$ cat config.mk
export PLATFORM = sky130hd
export DESIGN_NAME = mbldcm_freq2div_multi
export DESIGN_NICKNAME = d
export VERILOG_FILES = /design/src/rtl/mbldcm_freq2div_pkg.sv /design/src/rtl/mbldcm_freq2div_multi_udiv.sv /design/src/rtl/mbldcm_freq2div_multi.sv
export SDC_FILE = /design/constraint.sdc
export NUM_CORES = 1
export LEC_CHECK = 0
export ABC_CLOCK_PERIOD_IN_PS = 5500
export BUFFER_PORTS_ARGS = -buffer_cell sky130_fd_sc_hd__buf_2
export CORE_AREA = 2 2 109 189
export CTS_BUF_LIST = sky130_fd_sc_hd__clkbuf_16
export CTS_CLUSTER_DIAMETER = 150
export CTS_CLUSTER_SIZE = 25
export DETAILED_ROUTE_END_ITERATION = 6
export DIE_AREA = 0 0 111 191
export MAX_ROUTING_LAYER = met4
export PLACE_DENSITY_LB_ADDON = 0.08
export SYNTH_ARGS = -nofsm -noshare
export SYNTH_HDL_FRONTEND = slang
export SYNTH_SLANG_ARGS = --single-unit
$ cat constraint.sdc
create_clock -name iClock -period 5.5 [get_ports iClock]
set_clock_uncertainty 0.2 [all_clocks]
set_input_delay 0.55 -clock iClock [delete_from_list [all_inputs] [get_ports iClock]]
set_output_delay 0.55 -clock iClock [all_outputs]
set_load 0.05 [all_outputs]
$ cat src/rtl/mbldcm_freq2div_pkg.sv
// ---------------------------------------------------------------------------
// mbldcm_freq2div_pkg
// Shared definitions for the multi-channel frequency-to-divider converter:
//   - clog2 / maxi     : elaboration-time arithmetic helpers
//   - calcN / calcW    : derived dividend N = clock/stages and its bit width
//   - tDivState        : scheduler FSM encoding (IDLE / DIV / STORE)
// ---------------------------------------------------------------------------
package mbldcm_freq2div_pkg;

   // Ceiling log2; clog2(1) = 0.
   function automatic int clog2(input longint v);
      longint x;
      int     r;
      r = 0;
      x = v - 1;
      while (x > 0) begin
         r++;
         x = x >>> 1;
      end
      return r;
   endfunction

   function automatic int maxi(input int a, input int b);
      return (a > b) ? a : b;
   endfunction

   // Dividend shared by every channel: clock ticks per commutation stage.
   function automatic longint calcN(input longint freqClock, input longint stages);
      return freqClock / stages;
   endfunction

   // Quotient width needed to hold any N / Freq (Freq >= 1).
   function automatic int calcW(input longint n);
      return clog2(n + 1);
   endfunction

   typedef enum logic [1:0] {
      stIdle  = 2'd0,
      stDiv   = 2'd1,
      stStore = 2'd2
   } tDivState;

endpackage

$ cat src/rtl/mbldcm_freq2div_multi_udiv.sv
// ---------------------------------------------------------------------------
// mbldcm_seq_udiv
// Start/done restoring unsigned divider, one quotient bit per clock, MSB
// first. A division takes exactly pWidthNum clocks after the iStart edge;
// oLast is high during the clock whose edge computes the final bit, so the
// quotient/remainder are valid on the following cycle and hold until the
// next iStart.
//   iClock, iReset_n : clock, synchronous active-low reset (aborts division)
//   iStart           : load iNum/iDen and begin
//   iNum             : numerator, pWidthNum bits
//   iDen             : denominator, pWidthDen bits (must be non-zero)
//   oLast            : final step is being taken this cycle
//   oQuot, oRem      : quotient (pWidthNum bits), remainder (pWidthNum+1 bits)
// ---------------------------------------------------------------------------
module mbldcm_seq_udiv
   import mbldcm_freq2div_pkg::*;
#(
   parameter int pWidthNum = 22,
   parameter int pWidthDen = 32
) (
   input  logic                 iClock,
   input  logic                 iReset_n,
   input  logic                 iStart,
   input  logic [pWidthNum-1:0] iNum,
   input  logic [pWidthDen-1:0] iDen,
   output logic                 oLast,
   output logic [pWidthNum-1:0] oQuot,
   output logic [pWidthNum:0]   oRem
);

   // Compare wide enough for both the shifted remainder and a full-width
   // denominator, so large targets are never truncated.
   localparam int cCmpW = maxi(pWidthNum + 1, pWidthDen);
   localparam int cCntW = maxi(clog2(pWidthNum), 1);

   logic [pWidthNum-1:0] rNum;
   logic [pWidthDen-1:0] rDen;
   logic [pWidthNum:0]   rRem;
   logic [pWidthNum-1:0] rQuot;
   logic [cCntW-1:0]     rCnt;
   logic                 rBusy;

   logic [pWidthNum:0]   remShift;
   logic [cCmpW-1:0]     remExt, denExt, diffExt;
   logic                 geDen;

   always_comb begin
      remShift = {rRem[pWidthNum-1:0], rNum[pWidthNum-1]};
      remExt   = '0;
      remExt[pWidthNum:0] = remShift;
      denExt   = '0;
      denExt[pWidthDen-1:0] = rDen;
      geDen    = (remExt >= denExt);
      diffExt  = remExt - denExt;
   end

   always_ff @(posedge iClock) begin
      if (!iReset_n) begin
         rNum  <= '0;
         rDen  <= '0;
         rRem  <= '0;
         rQuot <= '0;
         rCnt  <= '0;
         rBusy <= 1'b0;
      end else if (iStart) begin
         rNum  <= iNum;
         rDen  <= iDen;
         rRem  <= '0;
         rQuot <= '0;
         rCnt  <= cCntW'(pWidthNum - 1);
         rBusy <= 1'b1;
      end else if (rBusy) begin
         rNum  <= rNum << 1;
         rRem  <= geDen ? diffExt[pWidthNum:0] : remShift;
         rQuot <= (rQuot << 1) | pWidthNum'(geDen);
         if (rCnt == '0) rBusy <= 1'b0;
         else            rCnt  <= rCnt - 1'b1;
      end
   end

   assign oLast = rBusy && (rCnt == '0);
   assign oQuot = rQuot;
   assign oRem  = rRem;

endmodule

$ cat src/rtl/mbldcm_freq2div_multi.sv
// ---------------------------------------------------------------------------
// mbldcm_freq2div_multi
// Per-channel target frequency registers converted to commutation clock
// dividers Div = N / Freq, N = pFreqClock / pTotalPhaseStages. One shared
// sequential divider is time-multiplexed round-robin over pending channels.
// Outputs of a channel only change on its STORE cycle; a rewrite of a
// channel whose conversion is in flight discards that result and requeues.
//   iClock, iReset_n : clock, synchronous active-low reset
//   iWrEn/iWrCh/iWrFreq : target write (out-of-range channel ignored)
//   iRdCh / oRdFreq  : combinational readback of stored target
//   oReflected       : per channel, oDiv/oStop correspond to stored target
//   oDiv             : flat bus, channel c at [c*pWidthDiv +: pWidthDiv]
//   oStop            : per channel, target is zero
//   oBusy            : shared divider in DIV or STORE
// ---------------------------------------------------------------------------
module mbldcm_freq2div_multi
   import mbldcm_freq2div_pkg::*;
#(
   parameter logic [31:0] pFreqClock        = 32'd50000000,
   parameter logic [3:0]  pTotalPhaseStages = 4'd12,
   parameter int          pChannels         = 2,
   parameter int          pWidthFreq        = 32,
   parameter int          pWidthDiv         = 32,
   parameter int          pRoundNearest     = 0
) (
   input  logic                           iClock,
   input  logic                           iReset_n,
   input  logic                           iWrEn,
   input  logic [((pChannels > 1) ? clog2(pChannels) : 1)-1:0] iWrCh,
   input  logic [pWidthFreq-1:0]          iWrFreq,
   input  logic [((pChannels > 1) ? clog2(pChannels) : 1)-1:0] iRdCh,
   output logic [pWidthFreq-1:0]          oRdFreq,
   output logic [pChannels-1:0]           oReflected,
   output logic [pChannels*pWidthDiv-1:0] oDiv,
   output logic [pChannels-1:0]           oStop,
   output logic                           oBusy
);

   localparam int     cChW  = (pChannels > 1) ? clog2(pChannels) : 1;
   localparam longint cN    = calcN(longint'(pFreqClock), longint'(pTotalPhaseStages));
   localparam int     cW    = calcW(cN);
   localparam int     cCmpW = maxi(cW + 2, pWidthFreq);
   localparam int     cSatW = maxi(cW + 1, pWidthDiv);
   localparam logic [cW-1:0] cNum = cW'(cN);

   tDivState rState, nState;

   logic [pChannels-1:0][pWidthFreq-1:0] rFreq;
   logic [pChannels-1:0][pWidthDiv-1:0]  rDiv;
   logic [pChannels-1:0]                 rPending, rReflected, rStop;
   logic [cChW-1:0]                      rCurCh, rRrPtr, selCh, nextPtr;
   logic [pWidthFreq-1:0]                rCurFreq;
   logic                                 rDirty;

   logic anyPending, selLoad, udivStart, udivLast, wrValid, wrHitCur;
   logic [cW-1:0] udivQuot;
   logic [cW:0]   udivRem;

   assign wrValid  = iWrEn && (int'(iWrCh) < pChannels);
   assign wrHitCur = wrValid && (iWrCh == rCurCh);
   assign nextPtr  = (int'(rCurCh) + 1 >= pChannels) ? '0 : rCurCh + 1'b1;

   // Round-robin pick: first pending channel at or after the pointer.
   // Scanning offsets high-to-low lets the smallest offset win.
   always_comb begin
      int idx;
      idx        = 0;
      selCh      = '0;
      anyPending = 1'b0;
      for (int i = pChannels - 1; i >= 0; i--) begin
         idx = int'(rRrPtr) + i;
         if (idx >= pChannels) idx = idx - pChannels;
         if (rPending[idx]) begin
            anyPending = 1'b1;
            selCh      = cChW'(idx);
         end
      end
   end

   always_ff @(posedge iClock) begin
      if (!iReset_n) rState <= stIdle;
      else           rState <= nState;
   end

   always_comb begin
      nState    = rState;
      selLoad   = 1'b0;
      udivStart = 1'b0;
      case (rState)
         stIdle: begin
            if (anyPending) begin
               selLoad = 1'b1;
               if (rFreq[selCh] == '0) begin
                  nState = stStore;
               end else begin
                  nState    = stDiv;
                  udivStart = 1'b1;
               end
            end
         end
         stDiv:   if (udivLast) nState = stStore;
         stStore: nState = stIdle;
         default: nState = stIdle;
      endcase
   end

   mbldcm_seq_udiv #(
      .pWidthNum (cW),
      .pWidthDen (pWidthFreq)
   ) uDiv (
      .iClock   (iClock),
      .iReset_n (iReset_n),
      .iStart   (udivStart),
      .iNum     (cNum),
      .iDen     (rFreq[selCh]),
      .oLast    (udivLast),
      .oQuot    (udivQuot),
      .oRem     (udivRem)
   );

   // Rounding, floor-at-1 and saturation of the raw quotient.
   logic [cCmpW-1:0]     twoRemExt, freqExt;
   logic [cW:0]          qRnd;
   logic [cSatW-1:0]     qExt, qMax;
   logic [pWidthDiv-1:0] storeDiv;

   always_comb begin
      twoRemExt = '0;
      twoRemExt[cW+1:0] = {udivRem, 1'b0};
      freqExt   = '0;
      freqExt[pWidthFreq-1:0] = rCurFreq;
      qRnd      = {1'b0, udivQuot};
      if ((pRoundNearest != 0) && (twoRemExt >= freqExt)) qRnd = qRnd + (cW+1)'(1);
      if (qRnd == '0) qRnd = (cW+1)'(1);
      qExt      = '0;
      qExt[cW:0] = qRnd;
      qMax      = '0;
      qMax[pWidthDiv-1:0] = '1;
      if (qExt > qMax) qExt = qMax;
      storeDiv  = qExt[pWidthDiv-1:0];
   end

   always_ff @(posedge iClock) begin
      if (!iReset_n) begin
         rFreq      <= '0;
         rPending   <= '0;
         rDirty     <= 1'b0;
         rReflected <= '1;
         rStop      <= '1;
         for (int c = 0; c < pChannels; c++) rDiv[c] <= pWidthDiv'(1);
         rRrPtr     <= '0;
         rCurCh     <= '0;
         rCurFreq   <= '0;
      end else begin
         if (selLoad) begin
            rCurCh          <= selCh;
            rCurFreq        <= rFreq[selCh];
            rPending[selCh] <= 1'b0;
         end
         if (rState == stStore) begin
            rDirty <= 1'b0;
            rRrPtr <= nextPtr;
            // A write landing on this very edge supersedes the result.
            if (!rDirty && !wrHitCur) begin
               rReflected[rCurCh] <= 1'b1;
               if (rCurFreq == '0) begin
                  rStop[rCurCh] <= 1'b1;
                  rDiv[rCurCh]  <= pWidthDiv'(1);
               end else begin
                  rStop[rCurCh] <= 1'b0;
                  rDiv[rCurCh]  <= storeDiv;
               end
            end
         end
         // Placed last so a write overrides the pending clear and the
         // reflected set above for the same channel.
         if (wrValid) begin
            rFreq[iWrCh]      <= iWrFreq;
            rPending[iWrCh]   <= 1'b1;
            rReflected[iWrCh] <= 1'b0;
            if (((rState == stDiv) && (iWrCh == rCurCh)) ||
                (selLoad && (iWrCh == selCh)))
               rDirty <= 1'b1;
         end
      end
   end

   always_comb begin
      oRdFreq = '0;
      if (int'(iRdCh) < pChannels) oRdFreq = rFreq[iRdCh];
   end

   assign oDiv       = rDiv;
   assign oStop      = rStop;
   assign oReflected = rReflected;
   assign oBusy      = (rState != stIdle);

endmodule
==> results of run 1 <==
[routing by layer]
| metal | up-vias | part of all wire (%) |
|---|---|---|
| met1 | 5243 | 38 |
| met5 | - | 0 |
| met4 | 0 | 4.4 |
| li1 | 5327 | - |
| met2 | 329 | 52 |
| met3 | 81 | 4.9 |
[power groups by stage]
stage	logic (mW)	clock network, mW	registers (mW)
after floorplan	1.15	0	2.16
after global placement	1.40	0	2.20
after detailed placement	1.43	0	2.20
after CTS	1.44	1.13	2.15
after global routing	1.60	1.19	2.17
final	1.46	1.10	2.16
[logic make-up after synthesis]
| logic type | Yosys count | share of synthesized area (%) |
|---|---|---|
| DFF | 274 | 45.1 |
| xor gates and xnor gates | 19 | 1.37 |
| and+or+nand+nor | 613 | 22.6 |
| AOI/OAI and AO/OA | 359 | 17.1 |
| buffers and inverters | 139 | 4.52 |
| muxes | 76 | 6.59 |
| adders and majority gates | 26 | 2.74 |
[sequential cells by signal, summed over array words and instances (netlist names), named ones only]
signal	flops
rCurCh	1
rPending	2
oReflected	2
uDiv.rBusy	1
uDiv.denExt	32
rState	2
uDiv.rCnt	5
freqExt	32
oDiv	64
uDiv.oQuot	22
rFreq	64
uDiv.rNum	21
rDirty	1
uDiv.oRem	22
rRrPtr	1
[worst paths after layout]
path                          from                    endpoint  slack (ps)
max            rRrPtr$_SDFFE_PN0P_  uDiv.oQuot[5]$_SDFFE_PP0P_        2000
min                    iWrFreq[16]      rFreq[16]$_SDFFE_PN0P_          90
max reg2reg    rRrPtr$_SDFFE_PN0P_  uDiv.oQuot[5]$_SDFFE_PP0P_        2000
min reg2reg  oDiv[50]$_SDFFE_PN0P_       oDiv[50]$_SDFFE_PN0P_         250
[metrics by stage]
step,instances,hold slack (ps),power (mW)
after floorplan,1506,245,3.31
after global placement,1793,239,3.60
after detailed placement,1793,243,3.63
after CTS,1810,86.9,4.72
after global routing,1810,91.2,4.96
final,1810,91.8,4.72
[worst register-to-register path, cell delays in order, from the launching register on]
cell	delay [ps]
sky130_fd_sc_hd__dfxtp_1	350
sky130_fd_sc_hd__nand2b_1	140
sky130_fd_sc_hd__and2_1	530
sky130_fd_sc_hd__buf_4	360
sky130_fd_sc_hd__nor4_2	90
sky130_fd_sc_hd__o2bb2ai_2	410
sky130_fd_sc_hd__a21o_1	940
sky130_fd_sc_hd__buf_4	310
sky130_fd_sc_hd__nor2_1	70
[layout by cell type, fill, tap and decap left out, types with 15 or more instances in the layout]
master | Yosys | routed
sky130_fd_sc_hd__a211oi_1 | 20 | 20
sky130_fd_sc_hd__a21oi_1 | 244 | 244
sky130_fd_sc_hd__and3_1 | 25 | 25
sky130_fd_sc_hd__buf_2 | 7 | 137
sky130_fd_sc_hd__clkbuf_16 | 0 | 15
sky130_fd_sc_hd__dfxtp_1 | 274 | 273
sky130_fd_sc_hd__ha_1 | 25 | 25
sky130_fd_sc_hd__inv_1 | 29 | 31
sky130_fd_sc_hd__mux2_2 | 33 | 33
sky130_fd_sc_hd__mux2i_1 | 43 | 43
sky130_fd_sc_hd__nand2_1 | 279 | 279
sky130_fd_sc_hd__nand3_1 | 69 | 69
sky130_fd_sc_hd__nor2_1 | 127 | 127
sky130_fd_sc_hd__nor3_1 | 18 | 18
sky130_fd_sc_hd__nor4_1 | 39 | 38
sky130_fd_sc_hd__o21ai_0 | 28 | 28
[layout make-up]
cell class | instances | area, sq um | share of cell area, %
well taps | 245 | 307 | 2.32
repair buffers | 151 | 791 | 5.97
inverters | 30 | 118 | 0.888
clock buffers | 15 | 375 | 2.84
clock inverters | 2 | 7.51 | 0.0567
flip-flops and latches | 274 | 5490 | 41.5
multi-input cells | 1093 | 6150 | 46.5
==> impl_summary.md, run 1 <==
Global routing
In the global route stage, met1 resource usage came out at 33.7%. The global-route layer with the greatest usage is met2. Global routing used 53.9% of the available met2 tracks. Entering global routing, the biggest net connects 102 pins. The via count of the first global-routing pass is 10300. The met3 routing resource usage after global routing is 3.27%. The first global-routing pass estimated 51.7 mm of wire. The initial antenna violation count is 0.

The aggregate global routing overflow is 0. The global-route usage over all layers is 30.0%.

Worst setup path
The signal on the critical path passes through nand2b_1 > and2_1 > buf_4 > nor4_2 > o2bb2ai_2 > a21o_1 > buf_4 > nor2_1. Along the worst path, the maximum fanout reaches 34. The delay of the slowest critical-path stage is 940 ps. The signal arrival time at the worst endpoint is 3680 ps.

The number of cells on the worst reg-to-reg path is 8. The worst setup path is launched from a flip-flop. In this design, the critical path's most frequently occurring cell is sky130_fd_sc_hd__buf_4.

The kind of capture point of the worst setup path is a flip-flop. Counting both buffers and inverters, the worst setup path holds a total of 2. The required time at the endpoint of the critical path is 5680 ps. The slowest stage of the critical path is the sky130_fd_sc_hd__a21o_1 cell. The critical path crosses 8 cells after its start point.

The cell family with the largest share of critical-path delay is compound AO/OA/AOI/OAI gates. The startpoint-to-endpoint class of the critical path is flip-flop to flip-flop.

STA
At the pin with the least slew margin, the transition time is 1190 ps. The worst path in the final design needs a cycle of 3500 ps, including I/O delays and setup. After routing, the total negative slack on setup checks comes to 0 ps. Setup repair after global routing left no endpoint under its margin.

The count of endpoints failing setup in the final report is 0. The post-layout worst setup margin is 2000 ps. The total count of max-transition violations in the final report is 0. The number of hold-slack violations in the final timing report came to 0.

Timing would allow up to 286 MHz. The worst path uses 63.7% of the clock period. The worst slew margin relative to its limit is 20.2%.

Floorplan
The initial core utilization is 61.9%. In this run the vertical extent of the chip is 191 microns. The standard cell core area is 19700 sq um. The width of the die is 111 microns. The die covers 21200 sq um. Pin placement for this block handled 138 I/O pins. The floorplan row count is 68.

Pwr
The internal portion of total power is 3.04 mW. The worst-case IR drop observed on VDD is 282 uV. The relative contribution of the clock network to total power is 23.4%. Combinational logic is responsible for 30.9% of the overall power. Registers are responsible for 45.7% of the overall power. The total power density per cell area is 357 nW/um^2. The analysis attributes to net switching a power of 1.68 mW. In this run the static leakage power is 5.25 nW. The fraction of power spent switching nets is 35.5%.

Clock tree
The H-tree depth is 1. The post-CTS repair timing setup buffer count is 0. The hold buffer count at cts is 0.

The tree is rooted in a sky130_fd_sc_hd__clkbuf_16. The CTS tree is done. The clock latency reported for the late side of the worst-skew pair is 490 ps. The clock drives 274 sinks. TritonCTS created 14 clock buffers. The total of cells resized after clock tree synthesis is 0. The clock transition at the register clock pins on the worst setup and hold paths after CTS is 100 ps. The number of buffers on the longest clock path is 3.

Job
The max-capacitance violation count is 0.

Drt
Dividing the detail-routed wire length by the instance count gives 17.5 microns. Using the TritonRoute via totals, the vias-per-cell ratio works out to 6.07. In this run the remaining antenna-violating nets after routing total 0. The first routing iteration left 709 violations.

The total detailed-routing wirelength is 31.7 mm. The number of remaining DRC errors is 0. The detailed-route via count is 11000. The number of search-and-repair iterations in the first detailed-routing pass is 5.

Cells and area
Compared with the post-synthesis result, the final layout area differs by 8.83%. The number of antenna diodes in the final layout is 0. The fraction of layout cells with a size suffix above 1 is 14.1%. The number of nets in the layout is 1627. With fillers left out, the area of the finished cells amounts to 13200 sq um.

The final core utilization is 67.4%. The layout has 1689 filler cells.

Synth
The cell area after synthesis is 12200 sq um. The share of the Yosys chip area taken by registers is 45.1%. By area the synthesized netlist is led by sky130_fd_sc_hd__dfxtp_1 45%, sky130_fd_sc_hd__a21oi_1 10%, sky130_fd_sc_hd__nand2_1 8.6%. The number of different library cells used by synthesis comes to 69. Summed over its instances, the top area cell type makes up 45.1% of the synthesized netlist area. The warning count from the yosys run is 0. The number of flip-flops and latches in the synthesized netlist is 274. The most common cell in the netlist is sky130_fd_sc_hd__nand2_1. The primary flip-flop cell chosen by synthesis mapping is sky130_fd_sc_hd__dfxtp_1. Counting flops with an async set or reset pin after synthesis yields a share of 0%. The number of flops mapped to enable cells by yosys is 0.

Averaged over all synthesized cells, the footprint is 8.08 sq um. By count the netlist is led by 279 x sky130_fd_sc_hd__nand2_1, 274 x sky130_fd_sc_hd__dfxtp_1, 244 x sky130_fd_sc_hd__a21oi_1. The synthesized instance count is 1506. The net count after synthesis is 1569. Summed over all instances, the cell type with the most area after synthesis is sky130_fd_sc_hd__dfxtp_1.

Worst hold path
The worst hold path was traced through 3 stages. The type of the most critical hold path is primary input to flip-flop.

Placed design
Routability-driven placement finished with a final weighted congestion of 0.898. The HPWL after detailed placement is 21.6 mm. Once placement finished, the instance area stood at 12900 sq um. The total of buffers placed on input and output ports is 137. Prior to clock tree synthesis, the placed netlist has a worst setup slack of 2040 ps.

Status
The run finished with clean final reports.
Note: power is estimated with default switching activity, not from simulation.
==> run 2, diff against run 1 <==
--- a/config.mk
+++ b/config.mk
@@ -5,14 +5,14 @@
 export SDC_FILE = /design/constraint.sdc
 export NUM_CORES = 1
 export LEC_CHECK = 0
-export ABC_CLOCK_PERIOD_IN_PS = 5500
+export ABC_CLOCK_PERIOD_IN_PS = 2900
 export BUFFER_PORTS_ARGS = -buffer_cell sky130_fd_sc_hd__buf_2
-export CORE_AREA = 2 2 109 189
+export CORE_AREA = 2 2 118 206
 export CTS_BUF_LIST = sky130_fd_sc_hd__clkbuf_16
 export CTS_CLUSTER_DIAMETER = 150
 export CTS_CLUSTER_SIZE = 25
 export DETAILED_ROUTE_END_ITERATION = 6
-export DIE_AREA = 0 0 111 191
+export DIE_AREA = 0 0 120 208
 export MAX_ROUTING_LAYER = met4
 export PLACE_DENSITY_LB_ADDON = 0.08
 export SYNTH_ARGS = -nofsm -noshare
==> constraint.sdc (replaced) <==
create_clock -name iClock -period 2.9 [get_ports iClock]
set_clock_uncertainty 0.2 [all_clocks]
set_input_delay 0.29 -clock iClock [delete_from_list [all_inputs] [get_ports iClock]]
set_output_delay 0.29 -clock iClock [all_outputs]
set_load 0.05 [all_outputs]
==> run 2 against run 1 <==
  * Die area increased by 18%
  * Sequential cell count unchanged
  * Cell area increased by 9.5%
  * Critical path type unchanged
  * Maximum frequency increased by 18%
  * Power increased by 110%
  * The run now ends with setup timing left
  * Critical endpoint is now uDiv.oRem[2]$_SDFFE_PP0P_
  * First-iteration DRC count increased by 22%
==> impl_summary.md, run 2 (same netlist as run 1, synthesis figures left out) <==
Status
The flow ran to the end, but the final reports show violations. The final reports fail on setup timing.

Drt
The iteration-0 DRC count of the detailed router is 865 (+22%). The detailed-route via count is 11500 (+4.5%). The average via count per standard cell is 5.80 (-4.4%).

The number of remaining DRC errors is 0 (unchanged). The average detailed-routed wire length per instance is 18.1 microns (+3.5%). The number of search-and-repair iterations in the first detailed-routing pass came to 7 (+2). The total detailed-routing wirelength is 35.8 mm (+13%). The remaining antenna violation count is 0 (unchanged).

Worst hold path
The type of the most critical hold path is primary input to flip-flop. The number of cells traversed by the worst hold path came to 3 (unchanged). The end point of the most critical hold path is uDiv.denExt[22]$_SDFFE_PN0P_. The startpoint identified for the worst hold timing path is iReset_n.

Pwr
The total power density per cell area is 698 nW/um^2 (+96%). The total power draw is 10.1 mW (+110%). The static leakage power is 5.82 nW (+11%). The worst IR drop on VDD is 571 uV (+100%).

Worst setup path
The logic depth of the worst register-to-register path was 13 (+5). Among all stages on the critical path, the largest delay is contributed by sky130_fd_sc_hd__fa_2. Among cell families on the critical path, the largest total delay comes from compound AO/OA/AOI/OAI gates.

The critical path goes through inv_2 > ha_4 > fa_2 > nand2b_4 > a211oi_2 > buf_4 > o311ai_4 > nand3b_1 > buf_4 > o211ai_4 > buf_6 > a221oi_1 > nor3_1. The number of stages on the worst setup path is 13 (+5). STA classifies the critical path startpoint as a flip-flop. The required time at the endpoint of the critical path came to 3080 ps (-2600 ps).

By startpoint and endpoint, the worst setup path is classified as flip-flop to flip-flop. The biggest fanout along the worst timing path is 5 (-85%). The sum of buffers and inverters on the critical path is 4 (+2). The most repeated library cell on the critical path is sky130_fd_sc_hd__buf_4. The startpoint of the worst-slack reg-to-reg timing path is uDiv.rNum[21]$_SDFFE_PN0P_.

The signal arrival time at the worst endpoint is 3140 ps (-540 ps). The flop-to-flop setup slack is -70 ps (-2060 ps). The kind of capture point of the worst setup path is a flip-flop.

The end of the worst register-to-register path is uDiv.oRem[2]$_SDFFE_PP0P_. The delay of the slowest critical-path stage was 360 ps (-580 ps).

STA
The total count of max-transition violations in the final report is 0 (unchanged). The number of hold-slack violations in the final timing report is 0 (unchanged). The final critical-path required period is 2970 ps (-536 ps). The slew at the pin with the worst max-slew slack is 884 ps (-310 ps).

The share of the clock period used by the worst path after layout is 102% (+39 points). Setup repair after global routing could not meet its margin everywhere. The worst slew margin relative to its limit is 41.0% (+21 points). The post-layout worst setup margin came to -65.2 ps (-2060 ps). The timing-limited maximum frequency came to 337 MHz (+18%). The final-layout setup total negative slack is -65.2 ps (-65.2 ps). The final worst hold slack came to 37.2 ps (-54.6 ps). The count of endpoints failing setup in the final report is 1 (+1).

Placed design
The HPWL after detailed placement is 24.9 mm (+15%). The total of buffers placed on input and output ports was 137 (unchanged). The global placer's final weighted congestion came to 0.908 (+1.1%).

Cells and area
The fraction of layout cells with a size suffix above 1 is 19.6% (+5.6 points). The final-layout fill cell count was 2078 (+23%). The library cell used most frequently in the layout, excluding fill and tap cells, is sky130_fd_sc_hd__nand2_1. The layout overhead on the synthesized area is 19.1%. The multi-input logic area came to 6350 sq um (+3.1%).

The total area of sequential cells came to 5490 sq um (about the same). Leaving out fill and tap cells, the most frequent cells in the layout are 279 x sky130_fd_sc_hd__nand2_1, 270 x sky130_fd_sc_hd__dfxtp_1, 244 x sky130_fd_sc_hd__a21oi_1, 137 x sky130_fd_sc_hd__buf_2, 126 x sky130_fd_sc_hd__nor2_1. The total inserted antenna cells is 0 (unchanged). The number of nets in the layout was 1737 (+6.8%).

Global routing
The global-route usage over all layers is 28.4% (-1.6 points). The pin count of the biggest net entering global routing is 84 (-18%). The initial antenna violation count is 0 (unchanged). The aggregate global routing overflow is 0 (unchanged). The first-pass GRT wire length came to 56.5 mm (+9.3%). The via count of the first global-routing pass is 10900 (+5.5%).

Clock tree
TritonCTS built the clock tree. The clock tree root driver cell is sky130_fd_sc_hd__clkbuf_16. The number of sinks driven by the clock tree is 274 (unchanged). The clock transition at the register clock pins on the worst setup and hold paths after CTS is 110 ps (about the same). The H-tree depth is 1 (unchanged). The number of buffers on the longest clock path came to 3 (unchanged). The clock latency reported for the late side of the worst-skew pair came to 500 ps (about the same).

The number of buffers added by the clock tree synthesis step came to 14 (unchanged).

Floorplan
The number of placed I/O pins came to 138 (unchanged). The width of the die is 120 microns (+8.1%). The floorplan row count came to 74 (+8.8%).

The standard cell core area was 23200 sq um (+18%). The floorplan die area is 25000 sq um (+18%). The initial core utilization is 52.3% (-9.6 points). The die extent in y is 208 microns (+8.9%).

Job
The max-capacitance violation count is 0 (unchanged).
## run 2: cell count changes in the layout (fill, tap and decap cells not counted), moves of 3 or more
cell / before / now
sky130_fd_sc_hd__buf_4: 14 / 82
sky130_fd_sc_hd__dlygate4sd3_1: 0 / 33
sky130_fd_sc_hd__a211oi_1: 20 / 13
sky130_fd_sc_hd__a211oi_2: 0 / 6
sky130_fd_sc_hd__ha_1: 25 / 20
sky130_fd_sc_hd__buf_12: 0 / 4
sky130_fd_sc_hd__buf_6: 0 / 4
sky130_fd_sc_hd__dfxtp_1: 273 / 270
sky130_fd_sc_hd__dfxtp_2: 0 / 3
sky130_fd_sc_hd__ha_4: 0 / 3
## run 2: timing repair
action / CTS / global route
pin swaps: 1 / 24
hold buffers: 33 / 0
hold endpoints to repair: 66 / 0
gates resized for setup: 7 / 41
cloned: 0 / 0
setup endpoints to repair: 22 / 24
buffers inserted: 1 / 5
## run 2: worst max path at each step
stage / startpoint / slack (ps) / endpoint
floorplan: uDiv.rNum[21]$_SDFFE_PN0P_ / 20 / uDiv.oQuot[0]$_SDFFE_PP0P_
global placement: uDiv.rNum[21]$_SDFFE_PN0P_ / -70 / uDiv.oRem[14]$_SDFFE_PP0P_
detailed placement: uDiv.denExt[13]$_SDFFE_PN0P_ / -80 / uDiv.oRem[16]$_SDFFE_PP0P_
CTS: uDiv.rNum[21]$_SDFFE_PN0P_ / 4 / uDiv.oRem[5]$_SDFFE_PP0P_
global route: uDiv.oRem[5]$_SDFFE_PP0P_ / -80 / uDiv.oRem[13]$_SDFFE_PP0P_
finish: uDiv.rNum[21]$_SDFFE_PN0P_ / -70 / uDiv.oRem[2]$_SDFFE_PP0P_
## run 2: area by class of cell
type                       instances  area share [%]
inverter                          30           0.812
tap                              304            2.62
multi-input combinational       1093            43.8
timing repair buffer             261            12.2
clock buffer                      15            2.59
sequential                       274            37.9
clock inverter                     2          0.0518
## run 2: metrics by stage
stage / utilization [%] / worst slack (ps) / instance area, sq um / std cells
6_report: 62.4 / -65.2 / 14500 / 1979
5_1_grt: 62.4 / -84.3 / 14500 / 1979
4_1_cts: 61.4 / 3.83 / 14300 / 1974
3_5_place_dp: 58.1 / -79.5 / 13500 / 1923
3_3_place_gp: 58.1 / -69.9 / 13500 / 1923
2_1_floorplan: - / 16.1 / 12200 / 1506
## run 2: report_power, final
| part | switching (mW) | internal (mW) |
|---|---|---|
| Clock | 1.18 | 0.934 |
| Sequential | 0.155 | 3.91 |
| Combinational | 2.22 | 1.71 |
| Total | 3.55 | 6.56 |
## run 2: layer usage
layer | track usage (%) | vias to the layer above | wire length (microns)
met3 | 2.52 | 66 | 1570
li1 | - | 5554 | -
met1 | 33.5 | 5522 | 14200
met4 | 9.94 | 0 | 1330
met2 | 50.2 | 329 | 18700
met5 | - | - | 0
## run 2: worst register-to-register path, stage by stage, from the launching register on
cell and delay (ps):
sky130_fd_sc_hd__dfxtp_2 350, sky130_fd_sc_hd__inv_2 40, sky130_fd_sc_hd__ha_4 160, sky130_fd_sc_hd__fa_2 360, sky130_fd_sc_hd__nand2b_4 160, sky130_fd_sc_hd__a211oi_2 270, sky130_fd_sc_hd__buf_4 180, sky130_fd_sc_hd__o311ai_4 90
sky130_fd_sc_hd__nand3b_1 170, sky130_fd_sc_hd__buf_4 140, sky130_fd_sc_hd__o211ai_4 100, sky130_fd_sc_hd__buf_6 160, sky130_fd_sc_hd__a221oi_1 350, sky130_fd_sc_hd__nor3_1 120
